==> src/rtl/axis_arb_pkg.sv <==
// Shared types and the round-robin search used by the AXIS packet arbiter.
package axis_arb_pkg;

  typedef enum logic {IDLE, LOCK} arb_state_t;

  localparam int RR_MAX_SRC = 16;

  typedef struct packed {
    logic       found;
    logic [3:0] idx;
  } rr_pick_t;

  // Scans ptr+1, ptr+2, ... modulo num_src. Walking from the far end toward
  // ptr+1 lets the nearest requester overwrite the result last.
  function automatic rr_pick_t rr_pick(input logic [RR_MAX_SRC-1:0] req,
                                       input logic [3:0] ptr,
                                       input int num_src);
    rr_pick_t r;
    int       c;
    r.found = 1'b0;
    r.idx   = ptr;
    for (int k = RR_MAX_SRC; k >= 1; k--) begin
      if (k <= num_src) begin
        c = (int'(ptr) + k) % num_src;
        if (req[c[3:0]]) begin
          r.found = 1'b1;
          r.idx   = c[3:0];
        end
      end
    end
    return r;
  endfunction

endpackage

==> src/rtl/axis_rr_arbiter_core.sv <==
// Round-robin pick over a request vector, with the priority pointer updated
// only when the owner of the shared resource signals completion.
module axis_rr_arbiter_core
  import axis_arb_pkg::*;
#(
  parameter  int NUM_SRC = 4,
  localparam int SRC_W   = $clog2(NUM_SRC)
) (
  input  logic               clk,
  input  logic               rst,
  input  logic [NUM_SRC-1:0] req,
  input  logic               advance,
  input  logic [SRC_W-1:0]   advance_idx,
  output logic [SRC_W-1:0]   winner,
  output logic               found
);

  logic [SRC_W-1:0]      rr_ptr;
  logic [RR_MAX_SRC-1:0] req_ext;
  rr_pick_t              pick;

  always_comb begin
    req_ext = RR_MAX_SRC'(req);
    pick    = rr_pick(req_ext, 4'(rr_ptr), NUM_SRC);
    winner  = SRC_W'(pick.idx);
    found   = pick.found;
  end

  // Reset points at the last source so source 0 wins the first arbitration.
  always_ff @(posedge clk) begin
    if (rst) begin
      rr_ptr <= SRC_W'(NUM_SRC - 1);
    end else if (advance) begin
      rr_ptr <= advance_idx;
    end
  end

endmodule

==> src/rtl/axis_rr_pkt_arbiter.sv <==
// Packet-level round-robin AXI-Stream arbiter: grants are held from first beat
// through tlast, output goes through one register slice tagged with tid.
module axis_rr_pkt_arbiter
  import axis_arb_pkg::*;
#(
  parameter  int NUM_SRC     = 4,
  parameter  int WIDTH_TDATA = 16,
  parameter  int WIDTH_TUSER = 4,
  localparam int SRC_W       = $clog2(NUM_SRC)
) (
  input  logic                           clk,
  input  logic                           rst,
  input  logic [NUM_SRC-1:0]             axis_s_tvalid,
  input  logic [NUM_SRC*WIDTH_TDATA-1:0] axis_s_tdata,
  input  logic [NUM_SRC*WIDTH_TUSER-1:0] axis_s_tuser,
  input  logic [NUM_SRC-1:0]             axis_s_tlast,
  output logic [NUM_SRC-1:0]             axis_s_tready,
  output logic                           axis_m_tvalid,
  output logic [WIDTH_TDATA-1:0]         axis_m_tdata,
  output logic [WIDTH_TUSER-1:0]         axis_m_tuser,
  output logic [SRC_W-1:0]               axis_m_tid,
  output logic                           axis_m_tlast,
  input  logic                           axis_m_tready,
  output logic                           busy
);

  arb_state_t       state, state_next;
  logic [SRC_W-1:0] lock_sel, lock_sel_next;
  logic [SRC_W-1:0] winner, cur_sel, advance_idx;
  logic             found, grant_ok, out_ready, accept, advance;
  logic             gap, gap_next;
  logic [WIDTH_TDATA-1:0] sel_data;
  logic [WIDTH_TUSER-1:0] sel_user;
  logic                   sel_last;

  axis_rr_arbiter_core #(.NUM_SRC(NUM_SRC)) u_core (
    .clk         (clk),
    .rst         (rst),
    .req         (axis_s_tvalid),
    .advance     (advance),
    .advance_idx (advance_idx),
    .winner      (winner),
    .found       (found)
  );

  // gap blocks arbitration for the single dead cycle after a multi-beat packet.
  always_comb begin
    out_ready = !axis_m_tvalid || axis_m_tready;
    cur_sel   = (state == LOCK) ? lock_sel : winner;
    grant_ok  = (state == LOCK) ? 1'b1 : (found && !gap);
    accept    = out_ready && grant_ok && axis_s_tvalid[cur_sel];
    sel_data  = axis_s_tdata[cur_sel*WIDTH_TDATA +: WIDTH_TDATA];
    sel_user  = axis_s_tuser[cur_sel*WIDTH_TUSER +: WIDTH_TUSER];
    sel_last  = axis_s_tlast[cur_sel];
  end

  for (genvar i = 0; i < NUM_SRC; i++) begin : g_ready
    assign axis_s_tready[i] = out_ready && grant_ok && (cur_sel == SRC_W'(i));
  end

  always_comb begin
    state_next    = state;
    lock_sel_next = lock_sel;
    gap_next      = 1'b0;
    advance       = 1'b0;
    advance_idx   = cur_sel;
    case (state)
      IDLE: begin
        if (accept) begin
          if (sel_last) begin
            advance = 1'b1;
          end else begin
            state_next    = LOCK;
            lock_sel_next = winner;
          end
        end
      end
      LOCK: begin
        if (accept && sel_last) begin
          advance    = 1'b1;
          state_next = IDLE;
          gap_next   = 1'b1;
        end
      end
      default: state_next = IDLE;
    endcase
  end

  always_ff @(posedge clk) begin
    if (rst) begin
      state    <= IDLE;
      lock_sel <= '0;
      gap      <= 1'b0;
    end else begin
      state    <= state_next;
      lock_sel <= lock_sel_next;
      gap      <= gap_next;
    end
  end

  always_ff @(posedge clk) begin
    if (rst) begin
      axis_m_tvalid <= 1'b0;
      axis_m_tdata  <= '0;
      axis_m_tuser  <= '0;
      axis_m_tid    <= '0;
      axis_m_tlast  <= 1'b0;
    end else if (accept) begin
      axis_m_tvalid <= 1'b1;
      axis_m_tdata  <= sel_data;
      axis_m_tuser  <= sel_user;
      axis_m_tid    <= cur_sel;
      axis_m_tlast  <= sel_last;
    end else if (axis_m_tready) begin
      axis_m_tvalid <= 1'b0;
    end
  end

  assign busy = (state == LOCK);

endmodule
==> config.mk <==
export PLATFORM = sky130hd
export DESIGN_NAME = axis_rr_pkt_arbiter
export DESIGN_NICKNAME = d
export VERILOG_FILES = /design/src/rtl/axis_arb_pkg.sv /design/src/rtl/axis_rr_arbiter_core.sv /design/src/rtl/axis_rr_pkt_arbiter.sv
export SDC_FILE = /design/constraint.sdc
export NUM_CORES = 1
export LEC_CHECK = 0
export ABC_AREA = 1
export CAP_MARGIN = 20
export CORE_AREA = 2 2 86 88
export CTS_CLUSTER_DIAMETER = 50
export DETAILED_ROUTE_END_ITERATION = 10
export DIE_AREA = 0 0 88 90
export HOLD_SLACK_MARGIN = 0.1
export PLACE_DENSITY = 0.71
export SETUP_SLACK_MARGIN = 0.3
export SYNTH_ARGS = -nofsm -noshare
export SYNTH_HDL_FRONTEND = slang
export SYNTH_SLANG_ARGS = --single-unit
==> constraint.sdc <==
create_clock -name clk -period 4.2 [get_ports clk]
set_clock_uncertainty 0.1 [all_clocks]
set_input_delay 1.05 -clock clk [delete_from_list [all_inputs] [get_ports clk]]
set_output_delay 1.05 -clock clk [all_outputs]
set_load 0.01 [all_outputs]
After elaboration in Yosys (flattened, before gate mapping)
Cells that the tools add are included.
{"block": "word_totals", "elab_cells": 76, "ff_bits": 30, "output_inout_bits": 29}
{"block": "op_classes", "eq_ne": 3, "shifts": 2, "muxes": 28, "order_cmp": 5, "n_reduce_logical": 19, "n_addsub": 4, "bitwise": 6}
{"op": "$shiftx 64x7->16", "count": 1}
{"op": "$lt 4x5->1 const B", "count": 4}
{"op": "$mux 5", "count": 4}
{"op": "$shiftx 16x5->4", "count": 1}
{"op": "$mux 1", "count": 15}
{"op": "$bmux 1 s3", "count": 4}
{"op": "$reduce_or 2->1", "count": 5}
{"op": "$logic_and 1x1->1", "count": 8}
{"op": "$add 2x1->2 const B", "count": 2}
{"op": "$add 2x2->2 const B", "count": 2}
{"op": "$and 1x1->1 const A", "count": 4}
{"op": "$bmux 1 s2", "count": 2}
{"op": "$eq 2x2->1 const B", "count": 2}
{"op": "$pmux 1 s2", "count": 2}
{"op": "$lt 2x3->1 const B", "count": 1}
{"op": "$reduce_and 3->1", "count": 1}
{"op": "$eq 2x1->1 const B", "count": 1}
{"op": "$logic_not 1->1", "count": 2}
{"op": "$logic_not 2->1", "count": 1}
{"op": "$mux 2", "count": 1}
{"op": "$not 1->1", "count": 2}
{"op": "$reduce_bool 2->1", "count": 1}
{"op": "$logic_or 1x1->1", "count": 1}

Longest topological paths before layout
{"block": "depth", "word_depth": 16, "mapped_depth": 20, "ltp_nobuf": 19}

Modules after synthesis
From an unflattened synthesis, not the netlist that was laid out.
{"block": "unflattened", "cells_unflattened": 343, "area_unflattened_um2": 2037.0}
{"mod": "axis_rr_pkt_arbiter", "area_each_um2": 1755.4, "cells_per_inst": 291, "instances": 1}
{"mod": "axis_rr_arbiter_core", "area_each_um2": 281.5, "cells_per_inst": 52, "instances": 1}

Worst setup path after synthesis
OpenSTA, ideal clock, no wires.
{"block": "synth_path", "kind": "input to output", "start": "input axis_s_tvalid[1]", "end": "output axis_s_tready[0]", "required_ns": 3.050, "t_arrival_ns": 2.275, "slack_ns": 0.775, "stages": 11, "cell_sequence": "nand3_1 -> nand2_1 -> nor2_1 -> nand2_1 -> nand2_1 -> nand2_1 -> nand3_2 -> nand2_2 -> buf_6 -> clkbuf_1 -> nor3_1"}
{"block": "synth_between", "elab_chain_len": 10, "word_cells_on_any_way": 18}
{"element": "start: declaration", "line_no": "axis_rr_pkt_arbiter.sv:13", "rtl": "input logic [NUM_SRC-1:0] axis_s_tvalid,"}
{"element": "$bmux 1 s3", "line_no": "axis_arb_pkg.sv:25", "rtl": "if (req[c[3:0]]) begin"}
{"element": "$mux 1 (not written as such)", "line_no": "axis_arb_pkg.sv:25"}
{"element": "$mux 5 (3 in a row)", "line_no": "axis_arb_pkg.sv:25"}
{"element": "$mux 5 (*)", "line_no": "axis_arb_pkg.sv:25"}
{"element": "$logic_and 1x1->1", "line_no": "axis_rr_pkt_arbiter.sv:50", "rtl": "grant_ok = (state == LOCK) ? 1'b1 : (found && !gap);"}
{"element": "$mux 1", "line_no": "axis_rr_pkt_arbiter.sv:50"}
{"element": "$logic_and 1x1->1", "line_no": "axis_rr_pkt_arbiter.sv:58", "rtl": "assign axis_s_tready[i] = out_ready && grant_ok && (cur_sel == SRC_W'(i));"}
{"element": "$logic_and 1x1->1 (*)", "line_no": "axis_rr_pkt_arbiter.sv:58"}
{"element": "end: declaration", "line_no": "axis_rr_pkt_arbiter.sv:17", "rtl": "output logic [NUM_SRC-1:0] axis_s_tready,"}
Mark *: on every way between the ends. The rest lies on a longest branch, timed or not. The select of a mux whose other input is x is not followed.

Worst setup path in the final report
{"block": "layout_path", "start": "input axis_s_tvalid[1]", "end": "output axis_s_tready[3]"}
The elaborated chain is that of the path after synthesis.

==> key figures <==
Outcome
  – Status: finished, final reports clean

Setup path
  – Crit-path cells: dlygate4sd2_1, nand3_1, nand2_1, nor2_1, nand2_1, nand2_1, nand2_1, nand2_1, nand2_1, nand2_2, nor3_2, clkdlybuf4s15_2
  – Setup crit start kind: input pin
  – Critical Path AT: 2.53 ns
  – CP endpoint kind: output pin
  – CP max-delay cell: dlygate4sd2_1
  – CP most frequent cell: nand2_1
  – Crit path kind: in -> out
  – Buf/Inv on CP: 2
  – Max incr delay on CP: 0.30 ns
  – Family with the most delay on the worst path: simple AND/OR/NAND/NOR gates
  – Crit path max fanout: 5
  – Critical Path RT: 3.05 ns

Floorplan
  – Starting Density: 29.28%
  – Row cnt: 31
  – Die X-Extent: 88 um
  – Area of the core: 7020 um^2
  – # IOs: 120
  – Die Area: 7920 um^2
  – Height of the die: 90 um

Timing
  – Final Max Slew Viols: 0
  – RSZ-0062 raised after global routing: no
  – Tcrit/Tclk final: 87.61%
  – Setup slack after layout: 0.5203 ns
  – Final Critical Period: 3.680 ns
  – Max_slew headroom: 52.73%
  – Fmax: 271.8 MHz
  – Worst slew pin tran: 0.7083 ns
  – Final Hold Viols: 0
  – Setup Viol. Count Final: 0

Routing
  – Drt via density: 4.731
  – Routed length per instance: 13.36 um
  – Vias: 2678
  – 1st-pass router iterations: 5
  – ANT nets after route: 0
  – Drt total wl: 7563 um
  – DRC Markers: 0
  – Initial DRC Count: 106

Place
  – Number of instances in the placed design: 558
  – Post-DP HPWL: 5874 um
  – DP Worst Slack: -0.08173 ns
  – Placer Congestion: 0.8721
  – Port Buf Inserts: 119

Global route
  – Total global-route track usage: 19.38%
  – Pin count of the biggest net entering global routing: 28
  – First-pass GRT wire length: 12250 um
  – Initial antenna violation count: 0
  – Global route overflow: 0
  – Vias in the first global route: 2633

Cells and area
  – Fin nets: 558
  – Synth-to-Final Area Change: 70.66%
  – Fin cells: 566
  – Layout cells sized above 1: 10.28%
  – Fin util: 49.97%
  – Diode count: 0
  – Filler instances: 714

Clocking
  – Root cell of the clock tree: clkbuf_8
  – # clock sinks: 30
  – Hold Buf Count CTS: 0
  – Clk buf depth: 2
  – Post-CTS Setup Bufs: 0
  – Clk_lat worst skew: 0.27 ns
  – TritonCTS buffer count: 5
  – Clock transition at the registers of the reported paths: 0.07 ns
  – H-tree Lvls: 2
  – CTS tree: done

Min path
  – Hold Path Class: reg -> reg

Power
  – Worst VDD drop: 0.3050 mV
  – Power Dens Cells: 777.6 nW/um^2
  – Pwr Total: 2.728 mW
  – Leak: 1.574 nW

Logic synthesis
  – Synth top area cells: dfxtp_1, nand2_1, nand3_1
  – Dominant synthesized flop cell: dfxtp_1
  – Synth Net Count: 436
  – Cells after synthesis: 345
  – Most common cell in the synthesized netlist: nand2_1
  – Post-synthesis register bit count: 30
  – Top cell type's share of synthesized area: 29.21%
  – Synthesized area per cell: 5.959 um^2
  – Register area share after synthesis: 29.21%
  – Async set-reset flop share out of synthesis: 0%
  – Synth cell count leaders: nand2_1, nand3_1, nor2_1, dfxtp_1, a21oi_1
  – Synthesized area: 2056 um^2
  – Synth unique cells: 27
  – Syn. warnings: 0
  – Cell taking the most area after synthesis: dfxtp_1
  – EDFF count, synth: 0

Flow run
  – Maxcap violations: 0
==> report_power, final <==
| part | switching (mW) | internal [mW] | total (mW) | leakage, nW |
|---|---|---|---|---|
| clock | 0.104 | 0.190 | 0.294 | 0.0573 |
| sequential | 0.0675 | 0.387 | 0.455 | 0.248 |
| combinational | 1.20 | 0.780 | 1.98 | 1.27 |
==> sequential cells by signal, indices dropped and copies added (netlist names), named ones only <==
register,cells
u_core.rr_ptr,2
axis_m_tlast,1
gap,1
axis_m_tid,2
lock_sel,2
axis_m_tdata,16
axis_m_tuser,4
axis_m_tvalid,1
==> layout make-up <==
class | count | area, um^2 | share of cell area [%]
Tap cell | 99 | 123.9 | 3.531
Clock inverter | 1 | 30.03 | 0.8559
Inverter | 16 | 62.56 | 1.783
Multi-Input combinational cell | 278 | 1279 | 36.45
Sequential cell | 30 | 600.6 | 17.12
Clock buffer | 6 | 82.58 | 2.354
Timing Repair Buffer | 136 | 1330 | 37.91
==> cells by family (layout without fill, tap and decap cells) <==
logic type	after synthesis	count (layout)	share of synthesized area [%]
flip-flops	30	30	29.22
buffers and inverters	37	159	9.312
AO/OA/AOI/OAI	31	31	8.095
AND/OR/NAND/NOR	247	247	53.38
==> layout by cell type (no fill, tap or decap), types with 7 or more instances in the layout <==
| master | count |
|---|---|
| nand4_1 | 7 |
| dfxtp_1 | 30 |
| nand2_1 | 107 |
| clkdlybuf4s50_1 | 111 |
| buf_4 | 16 |
| a21oi_1 | 14 |
| inv_1 | 12 |
| nor3_1 | 10 |
| nand3_1 | 61 |
| o21ai_1 | 8 |
| nor2_1 | 46 |
==> timing repair <==
action,in CTS,in global routing
endpoints found under the hold margin,0,0
endpoints found under the setup margin,4,14
resized for setup,16,5
gates cloned,0,0
==> routing by layer <==
metal  up-vias  GRT usage [%]  routed length, um
met5         -              0                  0
li1       1371              -                  -
met4         0          5.256                 86
met3         8          6.336                632
met1      1194          21.18               3030
met2       105          35.04               3814
==> stage by stage <==
stage / instance area [um^2] / setup TNS (ns) / hold WS, ns
3_3_place_gp: 3374 / -0.2333 / 0.3552
6_report: 3508 / 0 / 0.3686
2_1_floorplan: 2056 / 0 / 0.3498
3_5_place_dp: 3374 / -0.2327 / 0.3577
5_1_grt: 3508 / 0 / 0.3995
4_1_cts: 3503 / 0 / 0.3681
==> worst reg2reg max path, stage by stage, from the launching register on <==
cell	delay (ns)
dfxtp_1	0.58
inv_4	0.10
nand2_1	0.07
nand2_1	0.09
nand2_1	0.10
nand2_1	0.06
clkinv_1	0.05
nand3_1	0.09
buf_4	0.15
nand3_2	0.07
nand2_2	0.07
buf_4	0.24
nand3_1	0.11
nand2_1	0.13
o21ai_2	0.57
o21ai_0	0.23
nor2_1	0.13
==> worst paths after layout <==
check | from | to | slack, ns | depth (start not counted)
max | axis_s_tvalid[1] | axis_s_tready[3] | 0.52 | 12
min | axis_m_tid[1]$_SDFFE_PP0P_ | axis_m_tid[1]$_SDFFE_PP0P_ | 0.37 | 2
max reg2reg | u_core.rr_ptr[0]$_SDFFE_PP1P_ | axis_m_tuser[2]$_SDFFE_PP0P_ | 1.19 | 16
min reg2reg | axis_m_tid[1]$_SDFFE_PP0P_ | axis_m_tid[1]$_SDFFE_PP0P_ | 0.37 | 2
Power figures use the tool's default switching activity.
